[src/rtl/filtered_ram_fill_sequencer_if.sv]
// Handshake/bus bundle between a fill sequencer and its host RAM, FIR and bank.
// Latency: none (wires only).
// Backpressure: hs_stall from the host RAM holds read issue; no other backpressure.
interface filtered_ram_fill_sequencer_if #(
  parameter int S_WIDTH    = 9,
  parameter int FILT_WIDTH = 16
);
  logic                  fill_kick;
  logic                  hs_stall;
  logic [S_WIDTH-1:0]    hs_s_val;
  logic                  hs_rd_en;
  logic [FILT_WIDTH-1:0] fir_val;   // signed sample, carried as raw bits
  logic                  wr_en;
  logic [S_WIDTH-1:0]    wr_addr;
  logic [FILT_WIDTH-1:0] wr_data;
  logic                  busy;
  logic                  fill_done;

  // Sequencer side
  modport master (
    input  fill_kick, hs_stall, fir_val,
    output hs_s_val, hs_rd_en, wr_en, wr_addr, wr_data, busy, fill_done
  );

  // Swap controller / host RAM / FIR / bank side
  modport slave (
    output fill_kick, hs_stall, fir_val,
    input  hs_s_val, hs_rd_en, wr_en, wr_addr, wr_data, busy, fill_done
  );
endinterface

[src/rtl/filtered_ram_fill_sequencer.sv]
// Fills one filtered RAM bank: reads every sample of an angle, writes each FIR result at its s address.
// Latency: first write PIPE_LATENCY cycles after first read; fill_done LINE_SIZE+PIPE_LATENCY+1 cycles after kick (no stalls).
// Backpressure: hs_stall holds the issue counter and injects bubbles into the tracking pipeline.
module filtered_ram_fill_sequencer #(
  parameter int LINE_SIZE    = 256,
  parameter int S_WIDTH      = 9,
  parameter int FILT_WIDTH   = 16,
  parameter int PIPE_LATENCY = 4
) (
  input  logic                          clk,
  input  logic                          reset_n,
  filtered_ram_fill_sequencer_if.master bus
);

  typedef enum logic [1:0] {IDLE, ISSUE, DRAIN, DONE} state_t;

  localparam logic [S_WIDTH-1:0] LAST_ADDR = S_WIDTH'(LINE_SIZE - 1);
  localparam logic [S_WIDTH-1:0] ONE       = S_WIDTH'(1);

  state_t                               r_state;
  logic [S_WIDTH-1:0]                   r_iss_cnt;
  logic [S_WIDTH-1:0]                   r_wr_cnt;
  logic                                 r_busy;
  logic                                 r_fill_done;
  logic [PIPE_LATENCY-1:0]              r_pipe_vld;
  logic [PIPE_LATENCY-1:0][S_WIDTH-1:0] r_pipe_addr;

  logic               w_rd_en;
  logic               w_wr_en;
  logic [S_WIDTH-1:0] w_tail_addr;

  // Outputs are forced low while reset_n is asserted so nothing in flight
  // can reach the bank in the reset cycle itself.
  assign w_rd_en     = reset_n && (r_state == ISSUE) && !bus.hs_stall;
  assign w_wr_en     = reset_n && r_pipe_vld[PIPE_LATENCY-1];
  assign w_tail_addr = r_pipe_addr[PIPE_LATENCY-1];

  assign bus.hs_rd_en  = w_rd_en;
  assign bus.hs_s_val  = w_rd_en ? r_iss_cnt : '0;
  assign bus.wr_en     = w_wr_en;
  assign bus.wr_addr   = w_wr_en ? w_tail_addr : '0;
  assign bus.wr_data   = w_wr_en ? bus.fir_val : '0;
  assign bus.busy      = reset_n && r_busy;
  assign bus.fill_done = reset_n && r_fill_done;

  // Fill control: issue counter, write counter and state with registered busy/fill_done.
  always_ff @(posedge clk) begin
    if (!reset_n) begin
      r_state     <= IDLE;
      r_iss_cnt   <= '0;
      r_wr_cnt    <= '0;
      r_busy      <= 1'b0;
      r_fill_done <= 1'b0;
    end else begin
      if (w_wr_en) begin
        r_wr_cnt <= r_wr_cnt + ONE;
      end
      case (r_state)
        IDLE, DONE: begin
          if (bus.fill_kick) begin
            r_state     <= ISSUE;
            r_iss_cnt   <= '0;
            r_wr_cnt    <= '0;
            r_busy      <= 1'b1;
            r_fill_done <= 1'b0;
          end
        end
        ISSUE: begin
          if (w_rd_en) begin
            // Counter is allowed to reach LINE_SIZE; it never wraps.
            r_iss_cnt <= r_iss_cnt + ONE;
            if (r_iss_cnt == LAST_ADDR) begin
              r_state <= DRAIN;
            end
          end
        end
        DRAIN: begin
          // The last write is the one taking the counter to LINE_SIZE.
          if (w_wr_en && (r_wr_cnt == LAST_ADDR)) begin
            r_state     <= DONE;
            r_busy      <= 1'b0;
            r_fill_done <= 1'b1;
          end
        end
        default: r_state <= IDLE;
      endcase
    end
  end

  // Tracking pipeline: one {valid, address} slot per cycle of host-RAM/FIR latency.
  always_ff @(posedge clk) begin
    if (!reset_n) begin
      r_pipe_vld  <= '0;
      r_pipe_addr <= '0;
    end else begin
      r_pipe_vld[0]  <= w_rd_en;
      r_pipe_addr[0] <= r_iss_cnt;
      for (int i = 1; i < PIPE_LATENCY; i++) begin
        r_pipe_vld[i]  <= r_pipe_vld[i-1];
        r_pipe_addr[i] <= r_pipe_addr[i-1];
      end
    end
  end

endmodule

[src/flat_wrapper.sv]
// flat-port wrapper written by rule: the top's interface ports become plain ports
module filtered_ram_fill_sequencer_flat 
#(
  parameter int LINE_SIZE    = 256,
  parameter int S_WIDTH      = 9,
  parameter int FILT_WIDTH   = 16,
  parameter int PIPE_LATENCY = 4
)
  (clk, reset_n, bus_fill_kick, bus_hs_stall, bus_fir_val, bus_hs_s_val, bus_hs_rd_en, bus_wr_en, bus_wr_addr, bus_wr_data, bus_busy, bus_fill_done);
  filtered_ram_fill_sequencer_if #(.S_WIDTH(S_WIDTH), .FILT_WIDTH(FILT_WIDTH)) bus_i ();
  input  logic clk;
  input  logic reset_n;
  input wire logic [$bits(bus_i.fill_kick)-1:0] bus_fill_kick;
  input wire logic [$bits(bus_i.hs_stall)-1:0] bus_hs_stall;
  input wire logic [$bits(bus_i.fir_val)-1:0] bus_fir_val;
  output wire logic [$bits(bus_i.hs_s_val)-1:0] bus_hs_s_val;
  output wire logic [$bits(bus_i.hs_rd_en)-1:0] bus_hs_rd_en;
  output wire logic [$bits(bus_i.wr_en)-1:0] bus_wr_en;
  output wire logic [$bits(bus_i.wr_addr)-1:0] bus_wr_addr;
  output wire logic [$bits(bus_i.wr_data)-1:0] bus_wr_data;
  output wire logic [$bits(bus_i.busy)-1:0] bus_busy;
  output wire logic [$bits(bus_i.fill_done)-1:0] bus_fill_done;
  assign bus_i.fill_kick = bus_fill_kick;
  assign bus_i.hs_stall = bus_hs_stall;
  assign bus_i.fir_val = bus_fir_val;
  assign bus_hs_s_val = bus_i.hs_s_val;
  assign bus_hs_rd_en = bus_i.hs_rd_en;
  assign bus_wr_en = bus_i.wr_en;
  assign bus_wr_addr = bus_i.wr_addr;
  assign bus_wr_data = bus_i.wr_data;
  assign bus_busy = bus_i.busy;
  assign bus_fill_done = bus_i.fill_done;
  filtered_ram_fill_sequencer #(.LINE_SIZE(LINE_SIZE), .S_WIDTH(S_WIDTH), .FILT_WIDTH(FILT_WIDTH), .PIPE_LATENCY(PIPE_LATENCY)) u_core (.clk(clk), .reset_n(reset_n), .bus(bus_i));
endmodule
[config.mk]
export PLATFORM = sky130hd
export DESIGN_NAME = filtered_ram_fill_sequencer_flat
export DESIGN_NICKNAME = d
export VERILOG_FILES = /design/src/rtl/filtered_ram_fill_sequencer_if.sv /design/src/rtl/filtered_ram_fill_sequencer.sv /design/src/flat_wrapper.sv
export SDC_FILE = /design/constraint.sdc
export NUM_CORES = 1
export LEC_CHECK = 0
export BUFFER_PORTS_ARGS = -buffer_cell sky130_fd_sc_hd__buf_2
export CORE_MARGIN = 4
export CORE_UTILIZATION = 55
export DETAILED_ROUTE_END_ITERATION = 8
export PLACE_DENSITY = 0.87
export SLEW_MARGIN = 5
export SYNTH_ARGS = -nofsm -noshare
export SYNTH_HDL_FRONTEND = slang
export SYNTH_SLANG_ARGS = --single-unit
[constraint.sdc]
create_clock -name clk -period 4.1 [get_ports clk]
set_input_delay 0.205 -clock clk [delete_from_list [all_inputs] [get_ports clk]]
set_output_delay 0.205 -clock clk [all_outputs]
set_load 0.01 [all_outputs]
; ---- Word-level counts from Yosys, hierarchy flattened
; Cells that the tools add are included.
[word_totals]
ff_bits = 62
[classes]
addsub = 2
eq_ne = 9
mux = 20
n_reduce_logical = 14
[ops]
columns = operator, n
row1 = $mux 9, 7
row2 = $add 9x1->9 const B, 2
row3 = $eq 9x8->1 const B, 2
row4 = $pmux 9 s2, 1
row5 = $mux 16, 1
row6 = $mux 2, 4
row7 = $logic_and 1x1->1, 6
row8 = $pmux 2 s3, 1
row9 = $reduce_and 3->1, 2
row10 = $eq 2x2->1 const B, 2
row11 = $mux 1, 4
row12 = $ne 2x1->1 const B, 2
row13 = $ne 2x2->1 const B, 2
row14 = $pmux 1 s2, 2
row15 = $reduce_and 4->1, 1
row16 = $reduce_bool 2->1, 2
row17 = $eq 2x1->1 const B, 1
row18 = $logic_not 2->1, 1
row19 = $reduce_or 2->1, 1
row20 = $logic_not 1->1, 1

; ---- Longest topological paths before layout
; Gate-level depths: netlist of the first run.
[logic_depth]
word_depth = 5
mapped_depth = 8
depth_no_buf = 8

; ---- Worst setup path before layout of the first run
; OpenSTA, ideal clock, no wires.
[synth_timing]
kind = reg-to-reg
start = reg u_core.r_wr_cnt[0]
end = reg u_core.r_state[0]
t_arrival_ps = 1669
required_ps = 3984
setup_slack_ps = 2315
stages_incl_launch_ff = 9
path_cell_list = dfxtp_1 ha_1 nand2_1 nor3_1 ha_1 nand3_1 a221oi_1 nand2_1 o211a_1
[synth_via]
elab_chain_len = 4
[synth_lines]
columns = element, line_no
row1 = from (decl), filtered_ram_fill_sequencer.sv:22  ; logic [S_WIDTH-1:0] r_wr_cnt;
row2 = from (signal assigned), filtered_ram_fill_sequencer.sv:56  ; r_wr_cnt <= r_wr_cnt + ONE;
row3 = $eq 9x8->1, filtered_ram_fill_sequencer.sv:79  ; if (w_wr_en && (r_wr_cnt == LAST_ADDR)) begin
row4 = $logic_and 1x1->1, filtered_ram_fill_sequencer.sv:79
row5 = $ne 2x1->1 (no source line), n/a
row6 = $reduce_and 4->1 (no source line), n/a
row7 = to (signal assigned), filtered_ram_fill_sequencer.sv:73  ; r_state <= DRAIN;
row8 = to (signal assigned), filtered_ram_fill_sequencer.sv:80  ; r_state <= DONE;
row9 = to (signal assigned), filtered_ram_fill_sequencer.sv:85  ; default: r_state <= IDLE;
row10 = to (decl), filtered_ram_fill_sequencer.sv:20  ; state_t r_state;
; No other way between the ends.
; A chain may end at the register's enable or synchronous reset.

; ---- Worst setup path after layout of the first run
[layout_timing]
start = reg u_core.r_state[0]
end = out bus_hs_s_val[0]
[layout_via]
elab_chain_len = 4
[layout_lines]
columns = element, line_no
row1 = from (signal assigned), filtered_ram_fill_sequencer.sv:49  ; r_state <= IDLE;
row2 = from (signal assigned), filtered_ram_fill_sequencer.sv:61  ; r_state <= ISSUE;
row3 = from (signal assigned), filtered_ram_fill_sequencer.sv:73
row4 = $eq 2x1->1, filtered_ram_fill_sequencer.sv:34  ; assign w_rd_en = reset_n && (r_state == ISSUE) && !bus.hs_stall;
row5 = $logic_and 1x1->1 (2 in series), filtered_ram_fill_sequencer.sv:34
row6 = $mux 9, filtered_ram_fill_sequencer.sv:39  ; assign bus.hs_s_val = w_rd_en ? r_iss_cnt : '0;
row7 = to (decl), flat_wrapper.sv:16  ; output wire logic [$bits(bus_i.hs_s_val)-1:0] bus_hs_s_val;
; No other way between the ends.

==> results of run 1 <==
-- how the worst min path moves through the flow --
stage | start | endpoint
2_1_floorplan | bus_hs_stall | u_core.r_pipe_vld[0]$_SDFF_PN0_
5_1_grt | bus_hs_stall | u_core.r_pipe_vld[0]$_SDFF_PN0_
4_1_cts | bus_hs_stall | u_core.r_pipe_vld[0]$_SDFF_PN0_
6_report | bus_hs_stall | u_core.r_pipe_vld[0]$_SDFF_PN0_
3_3_place_gp | u_core.r_pipe_addr[18]$_SDFF_PN0_ | u_core.w_tail_addr[0]$_SDFF_PN0_
3_5_place_dp | u_core.r_pipe_addr[23]$_SDFF_PN0_ | u_core.w_tail_addr[5]$_SDFF_PN0_
-- flip-flops by register name (all words and copies together), names as in the netlist --
name and cells:
u_core.r_pipe_vld 4, u_core.r_pipe_addr 27, u_core.w_tail_addr 9, u_core.r_wr_cnt 9, u_core.r_state 2, u_core.r_fill_done 1, u_core.r_busy 1, u_core.r_iss_cnt 9
-- kinds of logic after synthesis --
family,share of synthesized area
simple gates,0.2900
flops,0.5137
compound gates,0.07250
buf+inv,0.03366
xor+xnor,0.04350
fa+ha+maj,0.03625
mux,0.01036
-- cells in the final DEF, fill, tap and decap left out, drive strengths merged, types with 6 or more instances in the layout --
cell	instances
buf	57
nor2	20
nand3	6
inv	8
and2	48
xnor2	9
dfxtp	62
ha	7
clkbuf	9
and3	25
nand2	15
-- synthesized netlist by cell type --
| cell type | instances |
|---|---|
| a2111oi_2 | 3 |
| nand3b_1 | 1 |
| inv_1 | 8 |
| nor3_1 | 5 |
| xnor2_1 | 9 |
| o211a_1 | 2 |
| nor2b_1 | 1 |
| dfxtp_1 | 62 |
| a211oi_1 | 5 |
| nand3_1 | 6 |
| a21oi_1 | 2 |
| o21ai_1 | 1 |
| o221a_2 | 1 |
| mux2_2 | 1 |
| buf_2 | 2 |
| o2bb2ai_1 | 1 |
| and3_1 | 25 |
| a221oi_1 | 1 |
| nand2b_1 | 1 |
| o22ai_1 | 1 |
| nand4_1 | 5 |
| and2_1 | 48 |
| ha_1 | 7 |
| a21boi_0 | 1 |
| nor2_1 | 20 |
| o21ai_0 | 3 |
| mux2i_2 | 1 |
| clkbuf_1 | 11 |
| xor2_1 | 3 |
| or3_1 | 1 |
| nand2_1 | 15 |
-- area by class of cell --
| cell class | instances | area (um2) |
|---|---|---|
| clock buffer | 9 | 123.9 |
| multi-input combinational | 170 | 1094 |
| inverter | 8 | 30.03 |
| sequential | 62 | 1241 |
| fill | 318 | 1180 |
| timing repair buffer | 57 | 285.3 |
| tap | 50 | 62.56 |
| clock inverter | 7 | 98.84 |
-- per-stage QoR --
stage	hold slack, ns	instance area [um2]	utilization	setup WS, ns
floorplan	0.2774	2416	-	2.315
global placement	0.4134	2713	0.6592	1.996
detailed placement	0.4183	2713	0.6592	1.910
CTS	0.1166	2935	0.7133	1.694
global route	0.1334	2935	0.7133	1.505
finish	0.1342	2935	0.7133	1.686
-- layer usage --
layer,up-vias,track usage,share of wire
met2,69,0.3100,0.47
met4,0,0.08300,0.017
li1,958,-,-
met5,-,0,0
met1,839,0.2015,0.42
met3,9,0.05946,0.093
-- power breakdown --
part	internal [mW]	switching [mW]
registers	0.628	0.0193
logic	0.0874	0.155
clock network	0.344	0.241
==> results.py, run 1 <==
metrics = {
    "logic_synthesis": {
        "synth_seq_area_share": 0.5137,
        "synth_area_leader_cell": "dfxtp_1",
        "synth_cell_type_count": 31,
        "avgSynthCellArea_um2": 9.550,
        "synth_warnings": 0,
        "syn-instance-count": 253,
        "synth-seq-cells": 62,
        "synth_top_area_share": 0.5137,
        "synthTopCellsByArea": "dfxtp_1, and2_1, and3_1",
        "synth_area_um2": 2416,
        "synth_nets": 280,
    },
    "sta": {
        "finalHoldViolations": 0,
        "rsz0062_at_grt": "false",
        "slew_headroom": 0.3648,
        "slew_viol_final": 0,
        "setup_tns_ns": 0,
        "fin_worst_skew_ns": 0.005623,
        "worstMarginPinSlew_ns": 0.9528,
        "fin_crit_sh": 0.5889,
        "fmax_mhz": 414.2,
        "setup_viol": 0,
        "min_period_ns": 2.414,
    },
    "detailed_routing": {
        "ant_nets": 0,
        "via_per_inst": 5.165,
        "drc": 0,
        "drtIter0Drc": 86,
        "first_pass_iters": 4,
        "wirelength_um": 4515,
        "vias": 1875,
        "wl_per_cell_um": 12.44,
    },
    "setup_path": {
        "crit_path_max_fanout": 13,
        "crit_required_ns": 3.89,
        "critPathTopFamily": "simple AND/OR/NAND/NOR gates",
        "r2r.worst_path.cells": 8,
        "rr_startpoint": "u_core.r_wr_cnt[0]$_SDFF_PN0_",
        "cp_slowest_cell": "ha_1",
        "reg2reg_slack_ns": 1.94,
        "crit_type": "flip-flop to output port",
        "crit_buf_inv": 1,
        "cp-end-kind": "output port",
        "r2r_end": "u_core.r_state[1]$_SDFFE_PN0P_",
        "endpoint": "bus_hs_s_val[0]",
        "worstSetupStartpointType": "flip-flop",
        "crit_start": "u_core.r_state[0]$_SDFFE_PN0P_",
        "crit_cells": 5,
        "crit_path_max_incr_delay_ns": 0.53,
        "cp_cell_sequence": "ha_1 -> nand2_1 -> nor2_1 -> and2_1 -> buf_2",
        "crit_arrival_ns": 2.21,
    },
    "layout": {
        "antenna_cells": 0,
        "area_growth_pct": 21.49,
        "instances_no_fill": 363,
        "drive_gt1_frac": 0.2524,
        "final_net_count": 335,
    },
    "cts": {
        "cts_tree": "built",
        "ctsResizeCount": 0,
        "cts_buffer_depth": 2,
        "cts_max_level": 3,
        "clock-sinks": 62,
        "post_cts_buffers": 0,
        "clock_latency_ns": 0.33,
        "root_buffer": "clkbuf_8",
        "cts_made_buffers": 9,
        "clkTransAtPathRegs_ns": 0.07,
        "hold_buffers": 0,
    },
    "power_and_ir_drop": {
        "total_power_mw": 1.474,
        "vdd_drop_max_mv": 0.3725,
        "power_leakage_nw": 1.406,
        "p_per_area_nw_per_um2": 502.2,
    },
    "floorplan": {
        "num_io_pins": 58,
        "rows": 23,
        "die_x_um": 74.28,
        "initial_core_util": 0.5871,
        "die_h_um": 74.28,
        "die_area_um2": 5518,
        "core_area_um2": 4115,
    },
    "grt": {
        "grt_pass1_wl_um": 7514,
        "antenna_found_initial": 0,
        "grt_max_degree": 81,
        "grt_pass1_vias": 1732,
        "grt_overflow": 0,
        "grt_use_total": 0.1799,
    },
    "worst_hold_path": {
        "worstHoldPathType": "input port to flip-flop",
        "hold_path_depth": 2,
    },
    "outcome": {
        "status": "complete, no violations",
    },
    "placed_design": {
        "port_buffers": 57,
        "dp_hpwl_um": 2999,
        "place_inst": 347,
        "gp_congestion": 0.8528,
    },
    "flow_run": {
        "maxCapViolCount": 0,
    },
}
(Power assumes the default switching activity.)
==> run 2, diff against run 1 <==
--- a/config.mk
+++ b/config.mk
@@ -5,11 +5,12 @@
 export SDC_FILE = /design/constraint.sdc
 export NUM_CORES = 1
 export LEC_CHECK = 0
+export ABC_AREA = 1
 export BUFFER_PORTS_ARGS = -buffer_cell sky130_fd_sc_hd__buf_2
 export CORE_MARGIN = 4
-export CORE_UTILIZATION = 55
+export CORE_UTILIZATION = 53
 export DETAILED_ROUTE_END_ITERATION = 8
-export PLACE_DENSITY = 0.87
+export PLACE_DENSITY = 0.83
 export SLEW_MARGIN = 5
 export SYNTH_ARGS = -nofsm -noshare
 export SYNTH_HDL_FRONTEND = slang
==> constraint.sdc (replaced) <==
create_clock -name clk -period 2.5 [get_ports clk]
set_input_delay 0.125 -clock clk [delete_from_list [all_inputs] [get_ports clk]]
set_output_delay 0.125 -clock clk [all_outputs]
set_load 0.01 [all_outputs]
==> results.py, run 2 <==
metrics = {
    "setup_path": {
        "cp_cell_sequence": "ha_1 -> nand3_1 -> nor4_1 -> ha_1 -> nand3_1 -> a21oi_1 -> o21ai_1 -> nand2_1 -> nand2_1",
        "crit_required_ns": 2.73,
        "crit_type": "flip-flop to flip-flop",
        "cp_slowest_cell": "dfxtp_1",
        "worstSetupStartpointType": "flip-flop",
        "crit_path_max_incr_delay_ns": 0.40,
        "rr_startpoint": "u_core.r_wr_cnt[0]$_SDFF_PN0_",
        "r2r.worst_path.cells": 9,
        "r2r_end": "u_core.r_busy$_SDFFE_PN0P_",
        "cp-end-kind": "flip-flop",
        "crit_path_max_fanout": 3,
        "reg2reg_slack_ns": 0.66,
        "crit_arrival_ns": 2.07,
    },
    "detailed_routing": {
        "via_per_inst": 4.384,
        "ant_nets": 0,
        "vias": 2214,
        "wl_per_cell_um": 8.911,
        "wirelength_um": 4500,
        "first_pass_iters": 5,
        "drc": 0,
        "drtIter0Drc": 118,
    },
    "placed_design": {
        "gp_congestion": 0.8795,
        "port_buffers": 57,
        "dp_hpwl_um": 3203,
    },
    "worst_hold_path": {
        "min-delay-start": "bus_hs_stall",
        "hold_path_depth": 2,
        "worstHoldPathType": "input port to flip-flop",
        "worstHoldEndpoint": "u_core.r_pipe_vld[0]$_SDFF_PN0_",
    },
    "grt": {
        "grt_pass1_vias": 1960,
        "grt_max_degree": 38,
        "grt_overflow": 0,
        "antenna_found_initial": 0,
        "grt_pass1_wl_um": 7921,
        "grt_use_total": 0.1626,
    },
    "logic_synthesis": {
        "ys.flop_type": "dfxtp_1",
        "synthTopCellsByArea": "dfxtp_1, inv_1, nand2_1",
        "synth_seq_area_share": 0.4756,
        "synth_area_um2": 2610,
        "synth_edf_count": 0,
        "synth_warnings": 0,
        "synth-seq-cells": 62,
        "avgSynthCellArea_um2": 6.997,
        "ys_top_cells_by_count": "inv_1, nand2_1, nor2_1",
        "synth_cell_type_count": 28,
        "synth_nets": 400,
        "synthArstFlopShare": 0,
        "syn-instance-count": 373,
        "yosysMostFrequentCell": "inv_1",
        "synth_area_leader_cell": "dfxtp_1",
        "synth_top_area_share": 0.4756,
    },
    "layout": {
        "final_net_count": 460,
        "antenna_cells": 0,
        "final_common_cell": "inv_1",
        "layout_common_cells": "inv_1, nand2_1, nor2_1",
        "area_growth_pct": 20.04,
        "drive_gt1_frac": 0.1986,
        "largest_reg_flops": 27,
        "max_flop_register": "u_core.r_pipe_addr",
    },
    "cts": {
        "cts_max_level": 3,
        "hold_buffers": 0,
        "clock-sinks": 62,
        "ctsResizeCount": 0,
        "cts_tree": "built",
        "post_cts_buffers": 0,
        "root_buffer": "clkbuf_8",
        "cts_made_buffers": 9,
        "clkTransAtPathRegs_ns": 0.07,
        "cts_buffer_depth": 2,
        "clock_latency_ns": 0.33,
    },
    "power_and_ir_drop": {
        "power_leakage_nw": 1.845,
        "vdd_drop_max_mv": 0.5758,
        "p_per_area_nw_per_um2": 781.1,
    },
    "sta": {
        "slew_viol_final": 0,
        "setup_viol": 0,
        "finalHoldViolations": 0,
        "worstMarginPinSlew_ns": 0.3476,
        "fin_worst_skew_ns": 0.004919,
        "rsz0062_at_grt": "false",
        "min_period_ns": 1.842,
        "slew_headroom": 0.7683,
        "fin_crit_sh": 0.7369,
        "fmax_mhz": 542.8,
        "hold-worst-slack_ns": 0.01576,
        "setup_tns_ns": 0,
    },
    "outcome": {
        "status": "complete, no violations",
    },
    "floorplan": {
        "rows": 25,
        "num_io_pins": 58,
        "die_h_um": 78.18,
        "die_area_um2": 6111,
        "core_area_um2": 4755,
        "die_x_um": 78.18,
        "initial_core_util": 0.5489,
    },
    "flow_run": {
        "maxCapViolCount": 0,
    },
}
run 2: cell types whose count changed in the layout (fill, tap and decap cells not counted), sizes merged, moves of 4 or more:
cell / change
nand2: +73
and2: -48
xnor2: -7
nand3: +7
inv: +90
nand4: -5
a21oi: +6
a211oi: -4
nor2: +49
and3: -25
o21ai: +6
run 2: worst max-delay path by stage:
stage / cells after the start / endpoint / from / slack [ns]
floorplan: 9 / u_core.r_busy$_SDFFE_PN0P_ / u_core.r_wr_cnt[0]$_SDFF_PN0_ / 0.91
global placement: 9 / u_core.r_busy$_SDFFE_PN0P_ / u_core.r_wr_cnt[0]$_SDFF_PN0_ / 0.78
detailed placement: 9 / u_core.r_busy$_SDFFE_PN0P_ / u_core.r_wr_cnt[0]$_SDFF_PN0_ / 0.69
CTS: 9 / u_core.r_busy$_SDFFE_PN0P_ / u_core.r_wr_cnt[0]$_SDFF_PN0_ / 0.68
global route: 9 / u_core.r_busy$_SDFFE_PN0P_ / u_core.r_wr_cnt[0]$_SDFF_PN0_ / 0.44
finish: 9 / u_core.r_busy$_SDFFE_PN0P_ / u_core.r_wr_cnt[0]$_SDFF_PN0_ / 0.66
run 2: where the power goes:
group | total (mW) | internal, mW | switching (mW) | leakage (nW)
logic | 0.512 | 0.165 | 0.348 | 1.24
clock network | 0.855 | 0.463 | 0.393 | 0.0996
registers | 1.08 | 1.04 | 0.0359 | 0.501
total | 2.45 | 1.67 | 0.777 | 1.84
run 2: stage by stage:
step	instances	worst slack [ns]	area [um2]	total power, mW	utilization
finish	505	0.6576	3133	2.447	0.6589
global route	505	0.4450	3133	2.594	0.6589
CTS	505	0.6760	3133	2.471	0.6589
detailed placement	489	0.6889	2935	1.612	0.6174
global placement	489	0.7782	2935	1.595	0.6174
floorplan	373	0.9110	2610	1.525	-
run 2: layer usage:
metal,part of all wire,GRT usage,vias up
li1,-,-,1197
met1,0.45,0.1709,939
met2,0.44,0.2842,68
met3,0.085,0.05734,10
met4,0.023,0.08566,0
met5,0,0,-
run 2: area by class of cell:
cell class | instances | area, um2
well taps | 67 | 83.83
clock inverters | 7 | 73.82
repair buffers | 58 | 292.8
multi-input cells | 205 | 950.9
flip-flops and latches | 62 | 1241
inverters | 97 | 366.6
clock buffers | 9 | 123.9
fillers | 406 | 1622
run 2: kinds of logic after synthesis:
logic type | count (synthesis) | synth area share
xor+xnor | 2 | 0.006713
flops | 62 | 0.4756
simple gates | 176 | 0.2828
compound gates | 20 | 0.04123
buf+inv | 106 | 0.1601
fa+ha+maj | 7 | 0.03356
run 2: worst max-delay path, delay by kind of cell, from the launching register on:
kind,cells,cell delay (ns)
AO/OA/AOI/OAI,2,0.36
adder cells (fa/ha/maj),2,0.40
flip-flops,1,0.40
AND/OR/NAND/NOR,5,0.59
==> run 3, diff against run 2 <==
--- a/config.mk
+++ b/config.mk
@@ -5,10 +5,10 @@
 export SDC_FILE = /design/constraint.sdc
 export NUM_CORES = 1
 export LEC_CHECK = 0
-export ABC_AREA = 1
+export ABC_AREA = 0
 export BUFFER_PORTS_ARGS = -buffer_cell sky130_fd_sc_hd__buf_2
 export CORE_MARGIN = 4
-export CORE_UTILIZATION = 53
+export CORE_UTILIZATION = 52
 export DETAILED_ROUTE_END_ITERATION = 8
 export PLACE_DENSITY = 0.83
 export SLEW_MARGIN = 5
==> constraint.sdc (replaced) <==
create_clock -name clk -period 1.8 [get_ports clk]
set_input_delay 0.09 -clock clk [delete_from_list [all_inputs] [get_ports clk]]
set_output_delay 0.09 -clock clk [all_outputs]
set_load 0.01 [all_outputs]
==> results.py, run 3 (synthesis gave the netlist of run 1 again) <==
metrics = {
    "sta": {
        "hold-worst-slack_ns": 0.1095,
        "fin_crit_sh": 0.9595,
        "fin_worst_skew_ns": 0.004227,
        "fmax_mhz": 579.0,
        "min_period_ns": 1.727,
        "worstMarginPinSlew_ns": 0.4776,
        "finalHoldViolations": 0,
        "setup_slack_ns": 0.07292,
        "setup_viol": 0,
        "slew_headroom": 0.6816,
        "slew_viol_final": 0,
    },
    "detailed_routing": {
        "ant_nets": 0,
        "drc": 0,
        "first_pass_iters": 4,
        "wirelength_um": 4897,
        "via_per_inst": 5.104,
        "drtIter0Drc": 82,
        "wl_per_cell_um": 12.79,
        "vias": 1955,
    },
    "layout": {
        "area_growth_pct": 31.49,
        "layout_common_cells": "buf_2, dfxtp_1, and2_1",
        "final_net_count": 353,
        "max_flop_register": "u_core.r_pipe_addr",
        "instances_no_fill": 383,
        "antenna_cells": 0,
        "fillers": 315,
        "largest_reg_flops": 27,
        "regArea_um2": 1247,
        "multiInputGateArea_um2": 1237,
        "drive_gt1_frac": 0.3505,
    },
    "placed_design": {
        "gp_congestion": 0.8949,
        "place_ws_ns": -0.07150,
        "dp_hpwl_um": 3171,
        "place_inst": 365,
        "port_buffers": 57,
    },
    "setup_path": {
        "worstSetupStartpointType": "flip-flop",
        "endpoint": "u_core.r_state[1]$_SDFFE_PN0P_",
        "r2r_end": "u_core.r_state[1]$_SDFFE_PN0P_",
        "crit_arrival_ns": 1.95,
        "r2r.worst_path.cells": 9,
        "cp-end-kind": "flip-flop",
        "reg2reg_slack_ns": 0.07,
        "crit_start": "u_core.r_wr_cnt[0]$_SDFF_PN0_",
        "crit_path_max_fanout": 4,
        "crit_type": "flip-flop to flip-flop",
        "crit_required_ns": 2.02,
        "rr_startpoint": "u_core.r_wr_cnt[0]$_SDFF_PN0_",
    },
    "power_and_ir_drop": {
        "total_power_mw": 3.389,
        "swShare": 0.3148,
        "power_frac_comb": 0.246,
        "pwr-share-seq": 0.432,
        "clkPwrFrac": 0.322,
        "p_per_area_nw_per_um2": 1067,
        "power_leakage_nw": 1.515,
        "vdd_drop_max_mv": 0.9822,
        "internal_power_mw": 2.323,
        "p_sw_mw": 1.067,
    },
    "cts": {
        "clock_latency_ns": 0.33,
        "clock-sinks": 62,
        "cts_buffer_depth": 2,
        "cts_max_level": 3,
        "cts_made_buffers": 9,
        "clkTransAtPathRegs_ns": 0.07,
        "hold_buffers": 0,
        "root_buffer": "clkbuf_8",
        "cts_tree": "built",
    },
    "grt": {
        "antenna_found_initial": 0,
        "grt_overflow": 0,
        "grt_pass1_vias": 1729,
        "grt_pass1_wl_um": 7562,
        "grt_use_total": 0.1595,
        "grt_max_degree": 47,
    },
    "floorplan": {
        "initial_core_util": 0.5473,
        "die_area_um2": 5801,
        "die_h_um": 76.17,
        "rows": 24,
        "num_io_pins": 58,
        "core_area_um2": 4414,
        "die_x_um": 76.17,
    },
    "worst_hold_path": {
        "hold_path_depth": 2,
        "worstHoldPathType": "input port to flip-flop",
    },
    "outcome": {
        "status": "complete, no violations",
    },
    "flow_run": {
        "maxCapViolCount": 0,
    },
}
run 3: changes by cell type in the layout (fill, tap and decap cells not counted), moves of 6 or more:
cell,before,now
buf_4,1,17
xnor2_1,2,9
nand2_1,84,12
o21ai_1,9,1
nand3_1,13,4
and2_1,0,48
and3_1,0,25
a21oi_1,7,1
inv_1,93,8
nor2_1,65,19
run 3: area by class of cell:
cell class	instances	share of cell area
flip-flops and latches	62	0.3927
repair buffers	74	0.1300
well taps	52	0.02048
clock inverters	6	0.01457
multi-input cells	171	0.3895
inverters	8	0.009453
clock buffers	10	0.04332
run 3: what timing repair did:
| item | CTS | global route |
|---|---|---|
| gates cloned | 0 | 1 |
| setup buffers | 0 | 1 |
| resized for setup | 8 | 22 |
| setup endpoints to repair | 11 | 17 |
| pin swaps | 2 | 7 |
run 3: worst max-delay path, cell delays in order (launching register included):
cell	delay [ns]
dfxtp_2	0.36
ha_4	0.15
nand2_4	0.06
nor3_4	0.12
ha_2	0.19
nand3_2	0.09
a221oi_2	0.28
buf_4	0.17
nand2_2	0.06
o211a_1	0.13
run 3: stage by stage:
stage,area [um2],setup TNS (ns),util
2_1_floorplan,2416,0,-
4_1_cts,3048,0,0.6905
3_3_place_gp,2835,0,0.6423
6_report,3177,0,0.7197
5_1_grt,3177,-0.02007,0.7197
3_5_place_dp,2835,-0.1102,0.6423
run 3: power groups by stage:
stage | Combinational [mW] | Clock (mW) | Sequential (mW)
floorplan | 0.430 | 0 | 1.49
detailed placement | 0.656 | 0 | 1.49
global route | 0.903 | 1.19 | 1.47
global placement | 0.635 | 0 | 1.49
finish | 0.834 | 1.09 | 1.46
CTS | 0.701 | 1.11 | 1.46
run 3: how the worst min path moves through the flow:
stage / from / to
finish: bus_hs_stall / u_core.r_pipe_vld[0]$_SDFF_PN0_
global route: bus_hs_stall / u_core.r_pipe_vld[0]$_SDFF_PN0_
CTS: bus_hs_stall / u_core.r_pipe_vld[0]$_SDFF_PN0_
detailed placement: bus_hs_stall / u_core.r_pipe_vld[0]$_SDFF_PN0_
global placement: bus_hs_stall / u_core.r_pipe_vld[0]$_SDFF_PN0_
floorplan: bus_hs_stall / u_core.r_pipe_vld[0]$_SDFF_PN0_
run 3: layer usage:
metal	vias up	global-route usage	wire length (um)
met5	-	0	0
li1	994	-	-
met2	88	0.2603	2301
met3	21	0.06383	448
met1	852	0.1743	1962
met4	0	0.09091	184
